==> config.mk <==
export PLATFORM = sky130hd
export DESIGN_NAME = fetch_pc_unit
export DESIGN_NICKNAME = d
export VERILOG_FILES = /design/src/rtl/fetch_pkg.sv /design/src/rtl/fetch_buffer.sv /design/src/rtl/fetch_pc_unit.sv
export SDC_FILE = /design/constraint.sdc
export NUM_CORES = 1
export LEC_CHECK = 0
export CORE_UTILIZATION = 53
export DETAILED_ROUTE_END_ITERATION = 6
export PLACE_DENSITY = 0.85
export SLEW_MARGIN = 10
export SYNTH_ARGS = -nofsm -noshare
export SYNTH_HDL_FRONTEND = slang
export SYNTH_SLANG_ARGS = --single-unit
==> constraint.sdc <==
create_clock -name clk -period 15.16 [get_ports clk]
set_input_delay 4.548 -clock clk [delete_from_list [all_inputs] [get_ports clk]]
set_output_delay 4.548 -clock clk [all_outputs]
set_load 0.01 [all_outputs]
==> src/rtl/fetch_pkg.sv <==
// Shared types for the IF stage: FSM states, buffered fetch entry, NOP encoding.
package fetch_pkg;

    typedef enum logic {
        REQ  = 1'b0,
        WAIT = 1'b1
    } fetch_state_e;

    localparam logic [31:0] NOP_INST = 32'h0000_0013;

    typedef struct packed {
        logic [31:0] pc;
        logic [31:0] inst;
    } fetch_entry_t;

endpackage

==> src/rtl/fetch_buffer.sv <==
// Small FIFO of fetched {pc, inst} pairs. Flush wins over same-cycle push/pop.
module fetch_buffer
    import fetch_pkg::*;
#(
    parameter int DEPTH = 2,
    parameter int CW    = $clog2(DEPTH + 1)
) (
    input  logic          clk,
    input  logic          rst_n,
    input  logic          push,
    input  fetch_entry_t  push_entry,
    input  logic          pop,
    input  logic          flush,
    output fetch_entry_t  head,
    output logic [CW-1:0] count
);

    localparam int AW = $clog2(DEPTH);

    fetch_entry_t  mem [DEPTH];
    logic [AW-1:0] wr_ptr;
    logic [AW-1:0] rd_ptr;

    // Storage needs no reset: head is only observed while count is non-zero.
    always_ff @(posedge clk) begin
        if (push && !flush) begin
            mem[wr_ptr] <= push_entry;
        end
    end

    always_ff @(posedge clk or negedge rst_n) begin
        if (!rst_n) begin
            wr_ptr <= '0;
            rd_ptr <= '0;
            count  <= '0;
        end else if (flush) begin
            wr_ptr <= '0;
            rd_ptr <= '0;
            count  <= '0;
        end else begin
            if (push) wr_ptr <= wr_ptr + AW'(1);
            if (pop)  rd_ptr <= rd_ptr + AW'(1);
            case ({push, pop})
                2'b10:   count <= count + CW'(1);
                2'b01:   count <= count - CW'(1);
                default: ;
            endcase
        end
    end

    assign head = mem[rd_ptr];

endmodule

==> src/rtl/fetch_pc_unit.sv <==
// IF stage: PC owner, single-outstanding IM fetch FSM, redirect/kill handling, buffer to ID.
module fetch_pc_unit
    import fetch_pkg::*;
#(
    parameter logic [31:0] RESET_PC  = 32'h0000_0000,
    parameter int          BUF_DEPTH = 2
) (
    input  logic        clk,
    input  logic        rst_n,
    input  logic        redir_taken_i,
    input  logic [31:0] redir_target_i,
    input  logic        redir_stall_i,
    output logic        im_req_valid_o,
    input  logic        im_req_ready_i,
    output logic [31:0] im_req_addr_o,
    input  logic        im_rsp_valid_i,
    input  logic [31:0] im_rsp_data_i,
    output logic        if_valid_o,
    output logic [31:0] if_pc_o,
    output logic [31:0] if_inst_o,
    input  logic        id_ready_i
);

    localparam int CW = $clog2(BUF_DEPTH + 1);

    fetch_state_e  state;
    logic [31:0]   pc;
    logic          kill;
    logic          redir;
    logic          push;
    logic          pop;
    logic          buf_full;
    logic [CW-1:0] buf_count;
    fetch_entry_t  head;

    assign redir    = redir_taken_i & ~redir_stall_i;
    assign buf_full = (buf_count == CW'(BUF_DEPTH));

    // Only request when a slot is guaranteed for the response.
    assign im_req_valid_o = rst_n & (state == REQ) & ~buf_full & ~redir;
    assign im_req_addr_o  = pc;

    assign push = (state == WAIT) & im_rsp_valid_i & ~kill & ~redir;
    assign pop  = if_valid_o & id_ready_i;

    assign if_valid_o = (buf_count != '0);
    assign if_pc_o    = if_valid_o ? head.pc   : '0;
    assign if_inst_o  = if_valid_o ? head.inst : NOP_INST;

    always_ff @(posedge clk or negedge rst_n) begin
        if (!rst_n) begin
            state <= REQ;
            pc    <= RESET_PC;
            kill  <= 1'b0;
        end else begin
            case (state)
                REQ: begin
                    if (redir)
                        pc <= redir_target_i;
                    else if (im_req_valid_o && im_req_ready_i)
                        state <= WAIT;
                end
                WAIT: begin
                    if (im_rsp_valid_i) begin
                        // A response always closes the outstanding request, live or killed.
                        state <= REQ;
                        kill  <= 1'b0;
                        if (redir)
                            pc <= redir_target_i;
                        else if (!kill)
                            pc <= pc + 32'd4;
                    end else if (redir) begin
                        pc   <= redir_target_i;
                        kill <= 1'b1;
                    end
                end
                default: state <= REQ;
            endcase
        end
    end

    fetch_buffer #(.DEPTH(BUF_DEPTH)) u_buf (
        .clk        (clk),
        .rst_n      (rst_n),
        .push       (push),
        .push_entry ('{pc: pc, inst: im_rsp_data_i}),
        .pop        (pop),
        .flush      (redir),
        .head       (head),
        .count      (buf_count)
    );

endmodule

==> flow_summary.toml, run 1 <==
[floorplanning]
core.rowCount = 41
die_width_um = 116
die_height_um = 116
core_area_um2 = 12600
num_ports = 169
fp.dieArea_um2 = 13400
initial_cell_density_of_the_core_pct = 54.4

[clocking]
clock_sink_count = 166
cts_tree = "built"
htreeDepth = 4
tritoncts.num_buffers = 17
cts_hold_repair.buffers = 0
cts-resized-gates = 0
clk_transition_reported_paths_ns = 0.06
clock-root-buffer = "sky130_fd_sc_hd__clkbuf_16"
cts-root-to-sink-buffers = 2
worstSkewPairLatency_ns = 0.42
postCtsSetupBuffers = 0

[logic_synthesis]
synthesis.area_um2 = 6870
yosys-top-cells-area = "sky130_fd_sc_hd__edfxtp_1 (56%), sky130_fd_sc_hd__dfrtp_1 (14%), sky130_fd_sc_hd__mux2i_1 (9.6%)"
ys_types = 35
asyncSetResetFlopFracSynth_pct = 22.9
main_combinational_cell_family_by_area_after_synthesis = "simple AND/OR/NAND/NOR gates"
yosys_most_used_dff = "sky130_fd_sc_hd__edfxtp_1"
synth_adder_area_share_pct = 0.182
synth_compound_area_share_pct = 2.35
synth_xor_area_share_pct = 3.83
yosys-mux-area-fraction_pct = 9.62
synth_sequential_area_ratio_pct = 69.8
postSynthAreaPerCell_um2 = 13.7
synth_top_cell_by_area = "sky130_fd_sc_hd__edfxtp_1"
post_syn_instances = 503
synth.most_common_cell = "sky130_fd_sc_hd__edfxtp_1"
synth_largest_type_area_fraction_pct = 56.0
top_cell_types_by_occurrence_after_synthesis = "sky130_fd_sc_hd__edfxtp_1 (128), sky130_fd_sc_hd__nor2_1 (73), sky130_fd_sc_hd__mux2i_1 (66)"
yosys_register_bits = 166
yosysWarningCount = 0
synthSimpleGateAreaFrac_pct = 12.8
synth-edff-count = 128
syn_nets = 575

[critical_path]
crit_start = "redir_taken_i"
worst-r2r-setup-slack_ns = 12.67
crit-reg2reg-launch = "state"
cp.arrival_ns = 6.43
path_max_fanout = 67
cp-start-kind = "input pin"
end_kind = "output pin"
crit_type = "in2out"
worst_ep_required_time_ns = 10.61

[layout]
drive_above_1_share_pct = 6.57
num_antenna_cells = 0
design.final.nets = 744
syn_to_final_growth_pct = 35.4

[pwr]
power.ir.vdd_worst_v = 0.0000722
switching_share_pct = 24.9
combinational_group_share_of_total_power_pct = 14.6
p_switching_mw = 0.287
power.internal_mw = 0.864
power.leakage_nw = 3.19
share_seq_of_total_power_pct = 49.6
power.clock.fraction_pct = 35.9
total_power_mw = 1.15
power.density_cell_area_nw_per_um2 = 124

[sta]
fmax_ghz = 0.0911
worst-slew-pin-transition_ns = 1.13
slew_viol_final = 0
worst_clock_skew_ns = 0.0119
timing.max_slew.rel_slack_pct = 24.9
min_period_over_period_pct = 72.4
final-hold-violation-count = 0
rsz0062_at_grt = "no"
final-setup-viol-count = 0
final_period_minus_worst_setup_slack_ns = 10.97
final.setup.tns_ns = 0

[global_route]
antenna_found_initial = 0
grt_start_max_net_pins = 68
overall_routing_resource_usage_pct = 23.0
first_global_vias = 4609
grt_pass1_wl_mm = 22.9
grt.overflow.total = 0

[place]
gpl.final_weighted_congestion = 0.854
port_buffers = 168
post-dp-hpwl_mm = 9.66

[drt]
drt-vias-per-instance = 5.42
dr.first_iter.drc_count = 356
drcViolationCount = 0
via_count = 4641
avgRoutedWirePerCell_um = 17.4
drt_pre_antenna_iters = 5
final_antenna_net_count = 0
finalWirelength_mm = 14.9

[hold_path]
min_from = "im_req_addr_o[1]"
holdCritPathClass = "reg2reg"

[run]
max_cap_viol_count = 0

[run_status]
status = "finished clean"
worst max-delay path, stage by stage:
cell and delay (ns):
sky130_fd_sc_hd__clkdlybuf4s50_1 0.43, sky130_fd_sc_hd__nor2b_4 0.13, sky130_fd_sc_hd__buf_4 0.31, sky130_fd_sc_hd__nor4b_1 0.39
sky130_fd_sc_hd__clkdlybuf4s50_1 0.61
cell families (layout without fill, tap and decap cells):
group / Yosys count / in the layout
AOI/OAI and AO/OA: 32 / 32
xor gates and xnor gates: 30 / 30
adders and majority gates: 1 / 1
buffers and inverters: 24 / 206
DFF: 166 / 166
muxes: 66 / 66
and+or+nand+nor: 184 / 184
cell type report:
type | instances | area, µm²
Sequential cell | 166 | 4800
Multi-Input combinational cell | 313 | 2000
Tap cell | 172 | 215
Inverter | 2 | 7.51
Clock inverter | 11 | 126
Clock buffer | 21 | 440
Timing Repair Buffer | 172 | 1710
Fill cell | 844 | 3320
final timing paths:
path | endpoint | cells after the start
min reg2reg | u_buf.mem[0][33] | 0
min in group asynchronous | im_req_addr_o[18] | 1
max reg2reg | u_buf.mem[1][27] | 3
max | im_req_valid_o | 5
min | u_buf.mem[0][33] | 0
max in group asynchronous | u_buf.rd_ptr | 1
layer usage:
| layer | part of all wire (%) | vias up | global-route usage [%] |
|---|---|---|---|
| met1 | 41 | 2280 | 28.7 |
| met5 | 0 | - | 0 |
| met4 | 1.2 | 0 | 7.95 |
| met2 | 50 | 193 | 39.0 |
| met3 | 8.1 | 15 | 6.12 |
| li1 | - | 2153 | - |
power by group through the flow:
| stage | combinational [mW] | sequential [mW] | clock (mW) |
|---|---|---|---|
| final | 0.168 | 0.570 | 0.413 |
| after global routing | 0.181 | 0.576 | 0.436 |
| after CTS | 0.170 | 0.571 | 0.419 |
| after detailed placement | 0.168 | 0.580 | 0 |
| after global placement | 0.164 | 0.578 | 0 |
| after floorplan | 0.0917 | 0.560 | 0 |
state kept, by name (all words and copies together) (netlist names):
| register | flops |
|---|---|
| u_buf.wr_ptr | 1 |
| state | 1 |
| im_req_addr_o | 32 |
| kill | 1 |
| u_buf.rd_ptr | 1 |
| u_buf.mem | 128 |
| u_buf.count | 2 |
placed cells by master (no fill, tap or decap), types with 2 or more instances in the layout:
cell type / netlist / layout
sky130_fd_sc_hd__dfrtp_1: 38 / 37
sky130_fd_sc_hd__clkbuf_16: 0 / 17
sky130_fd_sc_hd__nor3_1: 5 / 4
sky130_fd_sc_hd__clkdlybuf4s50_1: 0 / 167
sky130_fd_sc_hd__bufinv_16: 0 / 2
sky130_fd_sc_hd__and3_1: 7 / 6
sky130_fd_sc_hd__nand2_1: 53 / 53
sky130_fd_sc_hd__buf_4: 0 / 4
sky130_fd_sc_hd__mux2i_1: 66 / 66
sky130_fd_sc_hd__a21oi_1: 3 / 3
sky130_fd_sc_hd__nand4_1: 11 / 11
sky130_fd_sc_hd__clkinvlp_4: 0 / 3
sky130_fd_sc_hd__xor2_1: 21 / 21
sky130_fd_sc_hd__nand3_1: 17 / 17
sky130_fd_sc_hd__clkinv_4: 0 / 3
sky130_fd_sc_hd__edfxtp_1: 128 / 128
sky130_fd_sc_hd__clkbuf_1: 15 / 4
sky130_fd_sc_hd__inv_1: 2 / 2
sky130_fd_sc_hd__nor4_2: 2 / 2
sky130_fd_sc_hd__o21ai_0: 27 / 27
sky130_fd_sc_hd__nor2_1: 73 / 72
sky130_fd_sc_hd__nor2b_1: 3 / 2
sky130_fd_sc_hd__xnor2_1: 9 / 9
stage by stage:
step	utilization, %	worst slack (ns)	instance area, µm²	cells	hold slack [ns]
final	73.7	4.19	9300	857	0.515
after global routing	73.7	4.01	9300	857	0.535
after CTS	73.7	4.17	9300	857	0.513
after detailed placement	69.2	4.19	8730	825	0.501
after global placement	69.2	4.21	8730	825	0.486
after floorplan	-	5.08	6870	503	0.525
Power figures use the tool's default switching activity.
==> inputs of run 2 (changes only) <==
Settings changed: CORE_UTILIZATION 53 to 45, PLACE_DENSITY 0.85 to 0.77.
Clock period 15.16 ns to 9.05 ns, I/O delays scaled along.
==> run 2 against run 1 <==
The run now ends with DRC left. Non-clock buffer count grew 1. First-iteration DRC count is the same. Worst hold slack lost 0.012 ns. Wire length shrank 0.27%. Largest cell class unchanged. Highest routed layer unchanged.
==> flow_summary.toml, run 2 (same netlist as run 1, synthesis figures left out) <==
[place]
post-dp-hpwl_mm = 9.74
port_buffers = 168
placed_area_um2 = 8750
gpl.final_weighted_congestion = 0.827

[drt]
drcViolationCount = 16
final_antenna_net_count = 0
drt_pre_antenna_iters = 7
via_count = 4574
drt-vias-per-instance = 5.26
finalWirelength_mm = 14.9
avgRoutedWirePerCell_um = 17.1
dr.first_iter.drc_count = 356

[floorplanning]
initial_cell_density_of_the_core_pct = 46.7
core_area_um2 = 14700
core.rowCount = 44
num_ports = 169
die_height_um = 126
fp.dieArea_um2 = 15800
die_width_um = 126

[critical_path]
worst-r2r-setup-slack_ns = 6.48
cp-start-kind = "input pin"
path_max_fanout = 2
reg2reg_end = "u_buf.mem[0][30]"
rr_worst_depth = 4
critical_path.endpoint = "im_req_valid_o"
crit_start = "redir_stall_i"
cp.arrival_ns = 4.24
worst_ep_required_time_ns = 6.34
crit-reg2reg-launch = "state"
end_kind = "output pin"
crit_type = "in2out"

[run_status]
failed_checks = "DRC"
status = "complete, but fails checks"

[global_route]
first_global_vias = 4497
grt_start_max_net_pins = 67
grt.overflow.total = 0
overall_routing_resource_usage_pct = 19.8
antenna_found_initial = 0
grt_pass1_wl_mm = 23.6

[layout]
syn_to_final_growth_pct = 35.8
drive_above_1_share_pct = 6.71
largest_register_ffs = 128
num_antenna_cells = 0
num-fill-cells = 1088
final_common_cell = "sky130_fd_sc_hd__clkdlybuf4s50_1"
design.final.nets = 745
final_core_utilization_pct = 63.4
finalInstanceArea_um2 = 9320
regMostFlops = "u_buf.mem"
final_cell_mix = "sky130_fd_sc_hd__clkdlybuf4s50_1 (167), sky130_fd_sc_hd__edfxtp_1 (128), sky130_fd_sc_hd__nor2_1 (72)"

[sta]
worst-slew-pin-transition_ns = 1.18
final.setup.tns_ns = 0
rsz0062_at_grt = "no"
min_period_over_period_pct = 76.9
fin_worst_hold_slack_ns = 0.504
final-setup-viol-count = 0
fmax_ghz = 0.144
worst_clock_skew_ns = 0.00487
timing.max_slew.rel_slack_pct = 21.6
final_period_minus_worst_setup_slack_ns = 6.96
slew_viol_final = 0
final-hold-violation-count = 0

[clocking]
clock_sink_count = 166
clock-root-buffer = "sky130_fd_sc_hd__clkbuf_16"
clk_transition_reported_paths_ns = 0.06
tritoncts.num_buffers = 17
postCtsSetupBuffers = 0
cts-resized-gates = 0
worstSkewPairLatency_ns = 0.42
htreeDepth = 4
cts_hold_repair.buffers = 0
cts_tree = "built"
cts-root-to-sink-buffers = 2

[run]
max_cap_viol_count = 0

[pwr]
power.ir.vdd_worst_v = 0.000132
total_power_mw = 1.93
power.leakage_nw = 3.22
power.density_cell_area_nw_per_um2 = 206

[hold_path]
holdCritPathClass = "reg2reg"
-- run 2: cell count changes in the layout (fill, tap and decap cells not counted), moves of 2 or more --
cell,delta
sky130_fd_sc_hd__clkinv_2,+2
sky130_fd_sc_hd__clkinvlp_4,-3
sky130_fd_sc_hd__clkbuf_8,+6
sky130_fd_sc_hd__clkinv_4,-3
-- run 2: cell type report --
| cell class | instances | area [µm²] | area share (%) |
|---|---|---|---|
| repair buffers | 173 | 1710 | 18.4 |
| inverters | 2 | 7.51 | 0.0805 |
| multi-input cells | 313 | 2000 | 21.5 |
| flip-flops and latches | 166 | 4800 | 51.5 |
| well taps | 184 | 230 | 2.47 |
| clock buffers | 28 | 527 | 5.65 |
| clock inverters | 4 | 45.0 | 0.483 |
-- run 2: stage by stage --
step,std cells,setup WS (ns)
CTS,870,2.06
finish,870,2.09
floorplan,503,0.807
global route,870,1.98
detailed placement,838,2.08
global placement,838,2.11
-- run 2: critical path: stages --
cell	delay [ns]
sky130_fd_sc_hd__clkdlybuf4s50_1	0.52
sky130_fd_sc_hd__nor2b_4	0.06
sky130_fd_sc_hd__nor4b_1	0.34
sky130_fd_sc_hd__clkdlybuf4s50_1	0.61
-- run 2: how the worst min path moves through the flow --
stage,end,start,cells after the start
final,u_buf.mem[0][33],im_req_addr_o[1],0
after floorplan,u_buf.wr_ptr,u_buf.wr_ptr,2
after global routing,u_buf.mem[1][33],im_req_addr_o[1],0
after CTS,u_buf.mem[0][33],im_req_addr_o[1],0
after detailed placement,u_buf.mem[1][33],im_req_addr_o[1],0
after global placement,u_buf.mem[0][33],im_req_addr_o[1],0
-- run 2: layer usage --
metal / vias up / wire [µm] / track usage, %
met3: 16 / 1200 / 6.29
li1: 2156 / - / -
met1: 2214 / 6420 / 25.9
met5: - / 0 / 0
met4: 0 / 160 / 6.24
met2: 188 / 7080 / 31.5
-- run 2: power by group --
part | total, mW | internal, mW | switching [mW] | leakage [nW]
Sequential | 0.957 | 0.877 | 0.0804 | 1.63
Clock | 0.688 | 0.421 | 0.266 | 0.284
Combinational | 0.281 | 0.164 | 0.116 | 1.30
Total | 1.93 | 1.46 | 0.463 | 3.22
